## src/rtl/mem_if_pkg.sv

```systemverilog
// Shared definitions for the MI/MO data-memory responder: FSM states,
// default region bases, error-flag bit positions and byte-lane extraction.
package mem_if_pkg;

  typedef enum logic [2:0] {
    ST_IDLE,
    ST_RD_REQ,
    ST_RD_WAIT,
    ST_WR_REQ,
    ST_DONE
  } state_e;

  localparam logic [21:0] BASE_MI = 22'h000000;
  localparam logic [21:0] BASE_MO = 22'h100000;

  localparam int unsigned ERR_BUSY    = 0;
  localparam int unsigned ERR_RDWR    = 1;
  localparam int unsigned ERR_TIMEOUT = 2;

  function automatic logic [7:0] lane_byte(input logic [31:0] word, input logic [1:0] lane);
    return word[8*lane +: 8];
  endfunction

endpackage

```

## src/rtl/mi_mo_addr_map.sv

```systemverilog
// Byte address to DDR {word, lane, byteenable}; region picked by request type.
module mi_mo_addr_map #(
  parameter int unsigned     ADDR_W     = 24,
  parameter int unsigned     DDR_ADDR_W = 22,
  parameter logic [DDR_ADDR_W-1:0] BASE_MI = 22'h000000,
  parameter logic [DDR_ADDR_W-1:0] BASE_MO = 22'h100000
) (
  input  logic [ADDR_W-1:0]     addr_i,
  input  logic                  is_wr_i,
  output logic [DDR_ADDR_W-1:0] word_o,
  output logic [1:0]            lane_o,
  output logic [3:0]            be_o
);

  logic [DDR_ADDR_W-1:0] base;

  always_comb begin
    base   = is_wr_i ? BASE_MO : BASE_MI;
    // Sum is truncated to DDR_ADDR_W, so out-of-range addresses wrap.
    word_o = base + DDR_ADDR_W'(addr_i[ADDR_W-1:2]);
    lane_o = addr_i[1:0];
    be_o   = is_wr_i ? (4'b0001 << lane_o) : 4'hF;
  end

endmodule

```

## src/rtl/mi_mo_mem_responder.sv

```systemverilog
// Services RD_MI / WR_MO strobes as single Avalon-MM DDR transactions.
// Optional read-response timeout: define MI_MO_RESP_TIMEOUT_EN.
module mi_mo_mem_responder #(
  parameter int unsigned     ADDR_W      = 24,
  parameter int unsigned     DDR_ADDR_W  = 22,
  parameter logic [DDR_ADDR_W-1:0] BASE_MI = 22'h000000,
  parameter logic [DDR_ADDR_W-1:0] BASE_MO = 22'h100000,
  parameter int unsigned     TIMEOUT_CYC = 255
) (
  input  logic                  clk,
  input  logic                  rst,
  input  logic                  rd_mi,
  input  logic                  wr_mo,
  input  logic [ADDR_W-1:0]     addr,
  input  logic [7:0]            wdata,
  output logic [7:0]            rdata,
  output logic                  mem_busy,
  output logic                  mem_done,
  output logic [2:0]            err_flags,
  output logic [DDR_ADDR_W-1:0] ddr_address,
  output logic                  ddr_read,
  output logic                  ddr_write,
  output logic [3:0]            ddr_byteenable,
  output logic [31:0]           ddr_writedata,
  input  logic                  ddr_waitrequest,
  input  logic [31:0]           ddr_readdata,
  input  logic                  ddr_readdatavalid
);
  import mem_if_pkg::*;

  state_e            state_q;
  logic [ADDR_W-1:0] addr_q;
  logic [7:0]        wdata_q;
  logic              is_wr_q;
  logic [7:0]        rdata_q;
  logic [2:0]        err_q;
  logic              busy_q, done_q, rd_q, wr_q;
  logic [1:0]        lane;
  logic [3:0]        be;

`ifdef MI_MO_RESP_TIMEOUT_EN
  localparam logic [7:0] TO_LAST = 8'(TIMEOUT_CYC - 1);
  logic [7:0] cnt_q;
`endif

  mi_mo_addr_map #(
    .ADDR_W    (ADDR_W),
    .DDR_ADDR_W(DDR_ADDR_W),
    .BASE_MI   (BASE_MI),
    .BASE_MO   (BASE_MO)
  ) u_map (
    .addr_i (addr_q),
    .is_wr_i(is_wr_q),
    .word_o (ddr_address),
    .lane_o (lane),
    .be_o   (be)
  );

  always_ff @(posedge clk or posedge rst) begin
    if (rst) begin
      state_q <= ST_IDLE;
      addr_q  <= '0;
      wdata_q <= '0;
      is_wr_q <= 1'b0;
      rdata_q <= '0;
      err_q   <= '0;
      busy_q  <= 1'b0;
      done_q  <= 1'b0;
      rd_q    <= 1'b0;
      wr_q    <= 1'b0;
`ifdef MI_MO_RESP_TIMEOUT_EN
      cnt_q   <= '0;
`endif
    end else begin
      if (state_q != ST_IDLE && (rd_mi || wr_mo))
        err_q[ERR_BUSY] <= 1'b1;
      case (state_q)
        ST_IDLE: begin
          if (rd_mi) begin
            addr_q  <= addr;
            is_wr_q <= 1'b0;
            rd_q    <= 1'b1;
            busy_q  <= 1'b1;
            state_q <= ST_RD_REQ;
            if (wr_mo) err_q[ERR_RDWR] <= 1'b1;
          end else if (wr_mo) begin
            addr_q  <= addr;
            wdata_q <= wdata;
            is_wr_q <= 1'b1;
            wr_q    <= 1'b1;
            busy_q  <= 1'b1;
            state_q <= ST_WR_REQ;
          end
        end
        ST_RD_REQ: begin
          if (!ddr_waitrequest) begin
            rd_q <= 1'b0;
            // Response coinciding with acceptance skips RD_WAIT.
            if (ddr_readdatavalid) begin
              rdata_q <= lane_byte(ddr_readdata, lane);
              done_q  <= 1'b1;
              state_q <= ST_DONE;
            end else begin
              state_q <= ST_RD_WAIT;
`ifdef MI_MO_RESP_TIMEOUT_EN
              cnt_q   <= '0;
`endif
            end
          end
        end
        ST_RD_WAIT: begin
          if (ddr_readdatavalid) begin
            rdata_q <= lane_byte(ddr_readdata, lane);
            done_q  <= 1'b1;
            state_q <= ST_DONE;
          end
`ifdef MI_MO_RESP_TIMEOUT_EN
          else if (cnt_q == TO_LAST) begin
            rdata_q            <= 8'hFF;
            err_q[ERR_TIMEOUT] <= 1'b1;
            done_q             <= 1'b1;
            state_q            <= ST_DONE;
          end else begin
            cnt_q <= cnt_q + 8'd1;
          end
`endif
        end
        ST_WR_REQ: begin
          if (!ddr_waitrequest) begin
            wr_q    <= 1'b0;
            done_q  <= 1'b1;
            state_q <= ST_DONE;
          end
        end
        ST_DONE: begin
          done_q  <= 1'b0;
          busy_q  <= 1'b0;
          state_q <= ST_IDLE;
        end
        default: state_q <= ST_IDLE;
      endcase
    end
  end

  assign rdata          = rdata_q;
  assign mem_busy       = busy_q;
  assign mem_done       = done_q;
  assign err_flags      = err_q;
  assign ddr_read       = rd_q;
  assign ddr_write      = wr_q;
  assign ddr_byteenable = (rd_q || wr_q) ? be : 4'h0;
  assign ddr_writedata  = {4{wdata_q}};

endmodule

```

## config.mk

```make
export PLATFORM = sky130hd
export DESIGN_NAME = mi_mo_mem_responder
export DESIGN_NICKNAME = d
export VERILOG_FILES = /design/src/rtl/mem_if_pkg.sv /design/src/rtl/mi_mo_addr_map.sv /design/src/rtl/mi_mo_mem_responder.sv
export SDC_FILE = /design/constraint.sdc
export NUM_CORES = 1
export LEC_CHECK = 0
export CORE_ASPECT_RATIO = 0.75
export CORE_UTILIZATION = 43
export CTS_CLUSTER_SIZE = 30
export DETAILED_ROUTE_END_ITERATION = 12
export GPL_ROUTABILITY_DRIVEN = 0
export HOLD_SLACK_MARGIN = 0.03
export PLACE_DENSITY_LB_ADDON = 0.2
export SLEW_MARGIN = 10
export SYNTH_ARGS = -nofsm -noshare
export SYNTH_HDL_FRONTEND = slang
export SYNTH_SLANG_ARGS = --single-unit
export TNS_END_PERCENT = 10
```

## constraint.sdc

```tcl
create_clock -name clk -period 4.97 [get_ports clk]
set_clock_uncertainty 0.2 [all_clocks]
set_input_delay 1.491 -clock clk [delete_from_list [all_inputs] [get_ports clk]]
set_output_delay 1.491 -clock clk [all_outputs]
set_load 0.01 [all_outputs]
```

* Yosys cells after proc, flatten, opt, wreduce, memory -nomap -nowiden
Cells that the tools add are included.
** Cells by class
- Add/sub/neg operators :: 1
- Multiply operators :: 0
- Divide/modulo/power cells :: 0
- Order comparisons :: 0
- Equal/unequal tests :: 11
- Shift operators :: 2
- Mux-type cells :: 28
- Bitwise operators :: 1
- Reductions and logical operators :: 20
** Operators by type and width (count)
- 24-bit two-way mux :: 2
- 32-bit by 6-bit indexed part select with 8-bit output :: 1
- 22-bit adder :: 1
- 21-bit two-way mux :: 1
- 3-bit two-way mux :: 6
- 8-bit two-way mux :: 2
- 8-bit one-hot mux with 2 select lines :: 1
- 2-bit != test (second input constant) :: 6
- 3-bit one-hot mux with 4 select lines :: 1
- 3-bit AND reduction :: 4
- 2-bit nonzero test :: 5
- 1-bit two-way mux :: 9
- 4-bit two-way mux :: 2
- 4-bit AND reduction :: 2
- 3-bit by 2-bit == test with 1-bit output (second input constant) :: 2
- 1-bit one-hot mux with 2 select lines :: 3
- 2-bit AND reduction :: 3
- 1-bit one-hot mux with 4 select lines :: 1
- 4-bit nonzero test :: 1
- 1-bit by 2-bit left shift with 4-bit output (first input constant) :: 1
- 3-bit by 1-bit == test with 1-bit output (second input constant) :: 1
- 3-bit == test (second input constant) :: 1
- 3-bit zero test :: 1
- 3-bit != test (second input constant) :: 1
- other kinds (4) :: 5
** Storage, ports and cells
- Register bits :: 50
- Latch bits :: 0
- RAM bits :: 0
- ROM bits :: 0
- Output and inout port bits :: 73
- Memories :: 0

* Longest topological paths before layout
Gate-level depths: netlist (run 1).
- Depth in word-level cells :: 4
- Mapped depth :: 6

* Modules after synthesis
Synthesis (run 1) repeated with hierarchy kept, for this count alone.
** Unflattened totals
- Cell total of the unflattened synthesis :: 206
- Area total of the unflattened synthesis :: 2730.1 um^2
** By module, submodules not included
- mi_mo_mem_responder :: times used 1, cells each 176, area an instance 2516.2 um^2, seq. area each 1251.2 um^2
- mi_mo_addr_map :: times used 1, cells each 30, area an instance 214.0 um^2, seq. area each 0.0 um^2

* Worst setup path before layout (run 1)
Ideal clock, no wire load.
- Path kind :: reg2out
- Start point :: register addr_q[1]
- End point :: output ddr_byteenable[1]
- Data arrival time :: 992 ps
- Path slack :: 2287 ps
- Stages on the path, launching flop included :: 4
- Buffers on the path :: 1
- Path through :: dfrtp_1 buf_1 nand2b_1 a21oi_1
** On the way
- Cells in the longest elaborated chain, start to end :: 3
** Ends and longest elaborated chain
- start: declaration :: RTL line mi_mo_mem_responder.sv:32 : logic [ADDR_W-1:0] addr_q;
- start signal: assignment :: RTL line mi_mo_mem_responder.sv:80 : addr_q <= addr;
- start signal: assignment :: RTL line mi_mo_mem_responder.sv:87 : addr_q <= addr;
- 1-bit by 2-bit left shift with 4-bit output :: RTL line mi_mo_addr_map.sv:22 : be_o = is_wr_i ? (4'b0001 << lane_o) : 4'hF;
- 4-bit two-way mux :: RTL line mi_mo_addr_map.sv:22
- 4-bit two-way mux :: RTL line mi_mo_mem_responder.sv:151 : assign ddr_byteenable = (rd_q || wr_q) ? be : 4'h0;
- end: declaration :: RTL line mi_mo_mem_responder.sv:23 : output logic [3:0] ddr_byteenable,
Every way passes these cells.

* Worst setup path in the final report (run 1)
- Start point :: register addr_q[0]
- End point :: output ddr_byteenable[2]
Same word-level chain as after synthesis.

==> impl_metrics.yaml, run 1 <==
floorplanning:
  fp.dieH_um: 70.8
  core-area_um2: 5950
  io_pins: 143
  fp.dieArea_um2: 6640
  fp-row-count: 24
  start_util_pct: 45.6
  die_x_um: 93.7
power:
  p_leak_nw: 1.61
  intPower_mw: 1.68
  p_per_area_nw_per_um2: 638
  irDropWorstVdd_v: 0.000264
  p_sw_mw: 0.814
  clkPwrFrac_pct: 11.6
  p_sw_share_pct: 32.6
  p_seq_share_pct: 32.7
  p_comb_share_pct: 55.7
yosys:
  syn-num-nets: 271
  ys_seq_elements: 50
  synth_top_cell_by_area: "dfrtp_1"
  netlist_area_um2: 2710
  ys_top_cells_by_area: "dfrtp_1, buf_4, mux2_4"
  ys_types: 38
  synth_edf_count: 0
  synth_warnings: 1
  synth_seq_area_share_pct: 46.1
  ys_async_sr_fraction_pct: 100
  syn_avg_cell_area_um2: 13.6
  synth_top_area_share_pct: 46.1
  synth_ff_type: "dfrtp_1"
  synthCells: 200
clocking:
  cts_buffer_depth: 2
  htree_levels: 2
  clkSinkCount: 50
  numCtsBuffers: 5
  cts_tree: "yes"
  ctsResizeCount: 0
  cts.clk_slew.worst_paths_ns: 0.09
  hold_buffers: 0
  clock-root-buffer: "clkbuf_8"
  clk_latency_ns: 0.29
  post_cts_buffers: 0
finish:
  syn_to_final_growth_pct: 44.0
  final_cell_count_no_fill: 372
  drive_gt1_share_pct: 15.3
  fillers: 453
  mostFrequentLayoutCell: "clkdlybuf4s50_1"
  nets: 365
  diodes: 0
  final_cell_mix: "clkdlybuf4s50_1, dfrtp_1, mux2_4"
  fin_util_pct: 65.7
sta:
  fin_ws_ns: 1.37
  tightest_slew_ns: 1.01
  finalCritPeriodShare_pct: 72.3
  rsz0062_at_grt: "false"
  setup_tns_ns: 0
  layout_min_cycle_time_ns: 3.60
  report.final.slew_viol_count: 0
  finalSetupViolations: 0
  hold_viol: 0
  max_freq_ghz: 0.278
  slew_headroom_pct: 32.4
drt:
  dr.pass1.iters: 4
  num_vias: 1754
  via_per_inst: 4.72
  wl_mm: 5.77
  ant_nets: 0
  wl_per_cell_um: 15.5
  drt_iter0_markers: 34
  drc_errors: 0
flow_run:
  drv_cap: 0
grt:
  grt_pass1_wl_mm: 9.20
  grt_pass1_vias: 1843
  grt-ovfl-total: 0
  antenna_found_initial: 0
  gr-usage-all-layers_pct: 17.8
  grt_max_degree: 51
worst_setup_path:
  required_ns: 3.28
  crit_chain: "nand2b_1 > a21oi_1 > clkdlybuf4s50_1"
  setup.worst_path.start: "addr_q[0]"
  cp.arrival_ns: 1.90
  cp-end-kind: "primary output"
  start_kind: "flip-flop"
  crit_type: "flip-flop to primary output"
  path_max_fanout: 13
  cpPeakStageDelay_ns: 0.62
  slowest_stage: "dfrtp_1"
  reg2reg_from: "state_q[0]"
placed_design:
  hpwl_mm: 4.37
  port_buffers: 141
  pre_cts_ws_ns: 1.26
  dp_cells: 365
min_path:
  min_path_type: "flip-flop to flip-flop"
  hp-start: "err_flags[1]"
outcome:
  status: "complete, no violations"
==> metal layers <==
| layer | up-vias | routed length, um | track usage (%) |
|---|---|---|---|
| met4 | 0 | 17 | 3.59 |
| met5 | - | 0 | 0 |
| met1 | 844 | 2490 | 22.9 |
| met2 | 70 | 2780 | 30.0 |
| li1 | 838 | - | - |
| met3 | 2 | 486 | 5.05 |
==> path summary, 6_finish.rpt <==
kind,endpoint,slack [ns],cells past startpoint
worst max-delay path,ddr_byteenable[2],1.37,3
worst min-delay path,err_flags[1],0.28,1
worst max register to register,addr_q[22],2.60,3
worst min register to register,err_flags[1],0.28,1
max in group asynchronous,addr_q[12],2.39,2
min in group asynchronous,addr_q[6],1.55,2
==> layout make-up <==
type | count | area (um2) | area share (%)
Clock buffer | 6 | 82.6 | 2.11
Sequential cell | 50 | 1250 | 32.0
Tap cell | 78 | 97.6 | 2.50
Clock inverter | 1 | 30.0 | 0.768
Multi-Input combinational cell | 95 | 1030 | 26.4
Inverter | 1 | 3.75 | 0.0961
Timing Repair Buffer | 141 | 1410 | 36.1
==> cells in the mapped netlist (all sizes together) (2+ instances only) <==
library cell  number
a21o               2
a21oi              8
and3b              2
buf               54
dfrtp             50
mux2              40
mux4               8
nand2              3
nand2b             2
nor2               7
nor2b              4
nor3               2
o21a               2
o21ai              2
==> worst max-delay path, delay by kind of cell, from the launching register on <==
kind / cells / cell delay, ns
AND/OR/NAND/NOR: 1 / 0.26
AO/OA/AOI/OAI: 1 / 0.16
buffers and inverters: 1 / 0.57
flip-flops: 1 / 0.62
==> metrics by stage <==
| stage | cell area, um2 | power, mW | hold slack, ns |
|---|---|---|---|
| 2_1_floorplan | 2710 | 1.77 | 0.259 |
| 3_3_place_gp | 3790 | 2.20 | 0.274 |
| 3_5_place_dp | 3790 | 2.23 | 0.263 |
| 4_1_cts | 3910 | 2.53 | 0.288 |
| 5_1_grt | 3910 | 2.65 | 0.317 |
| 6_report | 3910 | 2.49 | 0.281 |
==> flip-flops by register name, summed over array words and instances, names as in the netlist <==
| signal | flops |
|---|---|
| ddr_write | 1 |
| mem_done | 1 |
| addr_q | 24 |
| is_wr_q | 1 |
| rdata | 8 |
| state_q | 3 |
| ddr_read | 1 |
| wdata_q | 8 |
| mem_busy | 1 |
| err_flags | 2 |
==> power by group through the flow <==
| stage | Clock, mW | Sequential, mW | Combinational (mW) |
|---|---|---|---|
| after global placement | 0 | 0.814 | 1.38 |
| after global routing | 0.315 | 0.857 | 1.48 |
| after CTS | 0.300 | 0.820 | 1.41 |
| after detailed placement | 0 | 0.824 | 1.41 |
| final | 0.288 | 0.816 | 1.39 |
| after floorplan | 0 | 0.775 | 0.997 |
==> cell families after synthesis <==
logic type / Yosys count / share of synthesized area, %
adder cells (fa/ha/maj): 1 / 0.461
flip-flops: 50 / 46.1
AND/OR/NAND/NOR: 23 / 5.26
multiplexers: 49 / 26.4
buffers and inverters: 55 / 16.1
AO/OA/AOI/OAI: 20 / 5.26
XOR/XNOR: 1 / 0.323
other: 1 / 0.138
Note: power is estimated with default switching activity, not from simulation.
==> run 2: changes to the inputs <==
Settings changed: CORE_UTILIZATION 43 to 40.
Clock period 4.97 ns to 3.55 ns, I/O delays scaled along.
==> impl_metrics.yaml, run 2 (synthesis gave the netlist of run 1 again) <==
clocking:
  cts_tree: "yes"
  cts_buffer_depth: 2
  post_cts_buffers: 0
  clock-root-buffer: "clkbuf_8"
  hold_buffers: 0
  htree_levels: 2
  ctsResizeCount: 0
  numCtsBuffers: 5
  clk_latency_ns: 0.29
  cts.clk_slew.worst_paths_ns: 0.09
  clkSinkCount: 50
worst_setup_path:
  path_max_fanout: 13
  setup.worst_path.start: "addr_q[1]"
  cp-end-kind: "primary output"
  cp_top_family: "flip-flops"
  cpPeakStageDelay_ns: 0.56
  r2r_cells: 3
  cp_num_buf_inv: 1
  slowest_stage: "dfrtp_1"
  required_ns: 2.28
  rrSetupSlack_ns: 1.52
  cp.arrival_ns: 1.80
  reg2reg_from: "state_q[0]"
  crit_chain: "nand2b_1 > a21oi_1 > clkdlybuf4s50_1"
  crit_type: "flip-flop to primary output"
  r2r-end: "wdata_q[3]"
  start_kind: "flip-flop"
min_path:
  min_path_type: "flip-flop to flip-flop"
  min_to: "err_flags[1]"
  hp-start: "err_flags[1]"
  min_delay_path_depth: 1
outcome:
  status: "complete, no violations"
drt:
  ant_nets: 0
  drt_iter0_markers: 19
  wl_mm: 5.67
  dr.pass1.iters: 4
  wl_per_cell_um: 15.0
  num_vias: 1791
  drc_errors: 0
  via_per_inst: 4.73
finish:
  diodes: 0
  drive_gt1_share_pct: 16.4
  final_cell_count_no_fill: 379
  final_cell_mix: "clkdlybuf4s50_1, dfrtp_1, mux2_4"
  top_register: "addr_q"
  syn_to_final_growth_pct: 45.7
  stdcell_area_um2: 3960
  nets: 368
  largest_reg_flops: 24
  mostFrequentLayoutCell: "clkdlybuf4s50_1"
placed_design:
  port_buffers: 141
  hpwl_mm: 4.33
  placed_area_um2: 3850
  dp_cells: 371
power:
  irDropWorstVdd_v: 0.000467
  p_per_area_nw_per_um2: 888
  p_leak_nw: 1.64
grt:
  grt_pass1_vias: 1720
  grt-ovfl-total: 0
  gr-usage-all-layers_pct: 16.0
  grt_max_degree: 29
  grt_pass1_wl_mm: 8.84
  antenna_found_initial: 0
floorplanning:
  fp.dieArea_um2: 7120
  fp-row-count: 25
  core-area_um2: 6410
  start_util_pct: 42.3
  fp.dieH_um: 73.3
  die_x_um: 97.1
  io_pins: 143
sta:
  rsz0062_at_grt: "false"
  report.final.slew_viol_count: 0
  hold_viol: 0
  layout_min_cycle_time_ns: 3.07
  finalSetupViolations: 0
  max_freq_ghz: 0.326
  finalCritPeriodShare_pct: 86.3
  setup_tns_ns: 0
flow_run:
  drv_cap: 0
run 2: cell count changes in the layout (fill, tap and decap cells not counted):
cell	change
buf_12	+2
clkinv_2	+2
buf_4	+1
clkbuf_8	-1
run 2: layout make-up:
cell class              count  area, um2
fillers                   531       2460
repair buffers            144       1460
flip-flops and latches     50       1250
multi-input cells          95       1030
well taps                  81        101
clock buffers               5       68.8
clock inverters             3       40.0
inverters                   1       3.75
run 2: worst max-delay path by stage:
stage | endpoint | cells past startpoint | slack (ns)
6_report | ddr_byteenable[1] | 3 | 0.48
5_1_grt | ddr_byteenable[1] | 3 | 0.36
4_1_cts | ddr_byteenable[1] | 3 | 0.44
3_5_place_dp | wdata_q[4] | 3 | 0.67
3_3_place_gp | addr_q[20] | 5 | 0.74
2_1_floorplan | addr_q[0] | 1 | 1.08
run 2: where the power goes:
group / internal [mW] / switching (mW) / total [mW]
logic: 1.30 / 0.711 / 2.02
clock network: 0.207 / 0.180 / 0.388
registers: 0.850 / 0.257 / 1.11
total: 2.36 / 1.15 / 3.51
run 2: routing by layer:
| layer | vias to the layer above | global-route usage [%] | wire [um] |
|---|---|---|---|
| met5 | - | 0 | 0 |
| met4 | 0 | 4.48 | 44 |
| met3 | 4 | 5.61 | 490 |
| met2 | 79 | 24.2 | 2580 |
| met1 | 867 | 22.1 | 2550 |
| li1 | 841 | - | - |
run 2: through the flow:
stage / hold WS (ns) / setup slack [ns] / util (%) / power [mW]
2_1_floorplan: 0.259 / 1.08 / - / 2.48
3_3_place_gp: 0.263 / 0.744 / 60.0 / 3.13
3_5_place_dp: 0.258 / 0.673 / 60.0 / 3.16
4_1_cts: 0.295 / 0.438 / 61.7 / 3.56
5_1_grt: 0.313 / 0.363 / 61.7 / 3.72
6_report: 0.286 / 0.485 / 61.7 / 3.51
==> run 3: changes to the inputs <==
Settings changed: PLACE_DENSITY set to 0.81, PLACE_DENSITY_LB_ADDON 0.2 to not set.
==> impl_metrics.yaml, run 3 (synthesis gave the netlist of run 1 again) <==
worst_setup_path:
  cp.arrival_ns: 1.82
  path_max_fanout: 13
  crit_type: "flip-flop to primary output"
  start_kind: "flip-flop"
  required_ns: 2.28
  cp-end-kind: "primary output"
  rrSetupSlack_ns: 1.50
finish:
  regArea_um2: 1250
  nets: 369
  largest_reg_flops: 24
  final_cell_mix: "clkdlybuf4s50_1, dfrtp_1, mux2_4"
  syn_to_final_growth_pct: 45.0
  mostFrequentLayoutCell: "clkdlybuf4s50_1"
  drive_gt1_share_pct: 16.4
  diodes: 0
  top_register: "addr_q"
  fillers: 536
  multi_input_area_um2: 1030
sta:
  hold_viol: 0
  tightest_slew_ns: 0.571
  max_freq_ghz: 0.324
  layout_min_cycle_time_ns: 3.09
  slew_headroom_pct: 61.9
  rsz0062_at_grt: "false"
  fin_ws_ns: 0.460
  finalSetupViolations: 0
  finalCritPeriodShare_pct: 87.0
  report.final.slew_viol_count: 0
  setup_tns_ns: 0
placed_design:
  port_buffers: 141
  hpwl_mm: 4.51
  pre_cts_ws_ns: 0.643
drt:
  dr.pass1.iters: 4
  drc_errors: 0
  top_layer: "met4"
  wl_mm: 5.83
  met2_length_mm: 2.80
  drt-met1-wl_mm: 2.51
  num_vias: 1801
  drt_iter0_markers: 37
  wl_per_cell_um: 15.3
  wl_met3_um: 489
  ant_nets: 0
  via_per_inst: 4.74
floorplanning:
  fp-row-count: 25
  core-area_um2: 6410
  fp.dieArea_um2: 7120
  die_x_um: 97.1
  fp.dieH_um: 73.3
  io_pins: 143
  start_util_pct: 42.3
grt:
  grt-ovfl-total: 0
  gr-usage-all-layers_pct: 16.6
  grt_pass1_vias: 1813
  antenna_found_initial: 0
  grt_pass1_wl_mm: 9.34
  grt_max_degree: 27
clocking:
  hold_buffers: 0
  ctsResizeCount: 0
  cts_tree: "yes"
  cts.clk_slew.worst_paths_ns: 0.09
  clk_latency_ns: 0.29
  numCtsBuffers: 5
  clock-root-buffer: "clkbuf_8"
  post_cts_buffers: 0
  cts_buffer_depth: 2
  clkSinkCount: 50
  htree_levels: 2
power:
  irDropWorstVdd_v: 0.000430
  p_leak_nw: 1.63
  p_per_area_nw_per_um2: 880
  power_mw: 3.46
flow_run:
  drv_cap: 0
outcome:
  status: "complete, no violations"
min_path:
  min_path_type: "flip-flop to flip-flop"
[run 3: cell types whose count changed in the layout (fill, tap and decap cells not counted)]
cell | previous run | this run
clkinv_2 | 2 | 0
clkbuf_1 | 0 | 1
buf_12 | 2 | 1
bufinv_16 | 1 | 0
clkbuf_8 | 5 | 6
buf_4 | 1 | 3
inv_6 | 0 | 1
[run 3: layer usage]
layer  global-route usage, %  up-vias
met3                    5.71        4
met1                    21.3      870
met5                       0        -
met4                    3.48        0
met2                    27.7       85
li1                        -      842
[run 3: layout make-up]
class / count / area share [%]
repair buffers: 145 / 36.9
multi-input cells: 95 / 26.2
clock buffers: 7 / 2.19
well taps: 81 / 2.57
flip-flops and latches: 50 / 31.8
clock inverters: 1 / 0.223
inverters: 1 / 0.0954
[run 3: critical path: stages, from the launching register on]
cell and delay (ns):
dfrtp_1 0.57, nand2b_1 0.23, a21oi_1 0.16, clkdlybuf4s50_1 0.57
[run 3: worst paths after layout]
check                           start                end  cells past startpoint
setup / recovery            addr_q[1]  ddr_byteenable[1]                      3
hold / removal               rdata[5]           rdata[5]                      1
setup reg to reg           state_q[0]         wdata_q[6]                      3
hold reg to reg              rdata[5]           rdata[5]                      1
max in group asynchronous         rst         addr_q[18]                      3
min in group asynchronous         rst          addr_q[7]                      2
[run 3: metrics by stage]
step	hold slack (ns)	instances	util [%]	area [um2]
6_report	0.293	380	61.4	3940
5_1_grt	0.313	380	61.4	3940
4_1_cts	0.300	380	61.4	3940
3_5_place_dp	0.278	372	59.9	3840
3_3_place_gp	0.258	372	59.9	3840
2_1_floorplan	0.259	200	-	2710
[run 3: where the power goes]
part	internal, mW	switching (mW)
Clock	0.161	0.181
Combinational	1.30	0.711
Sequential	0.850	0.264
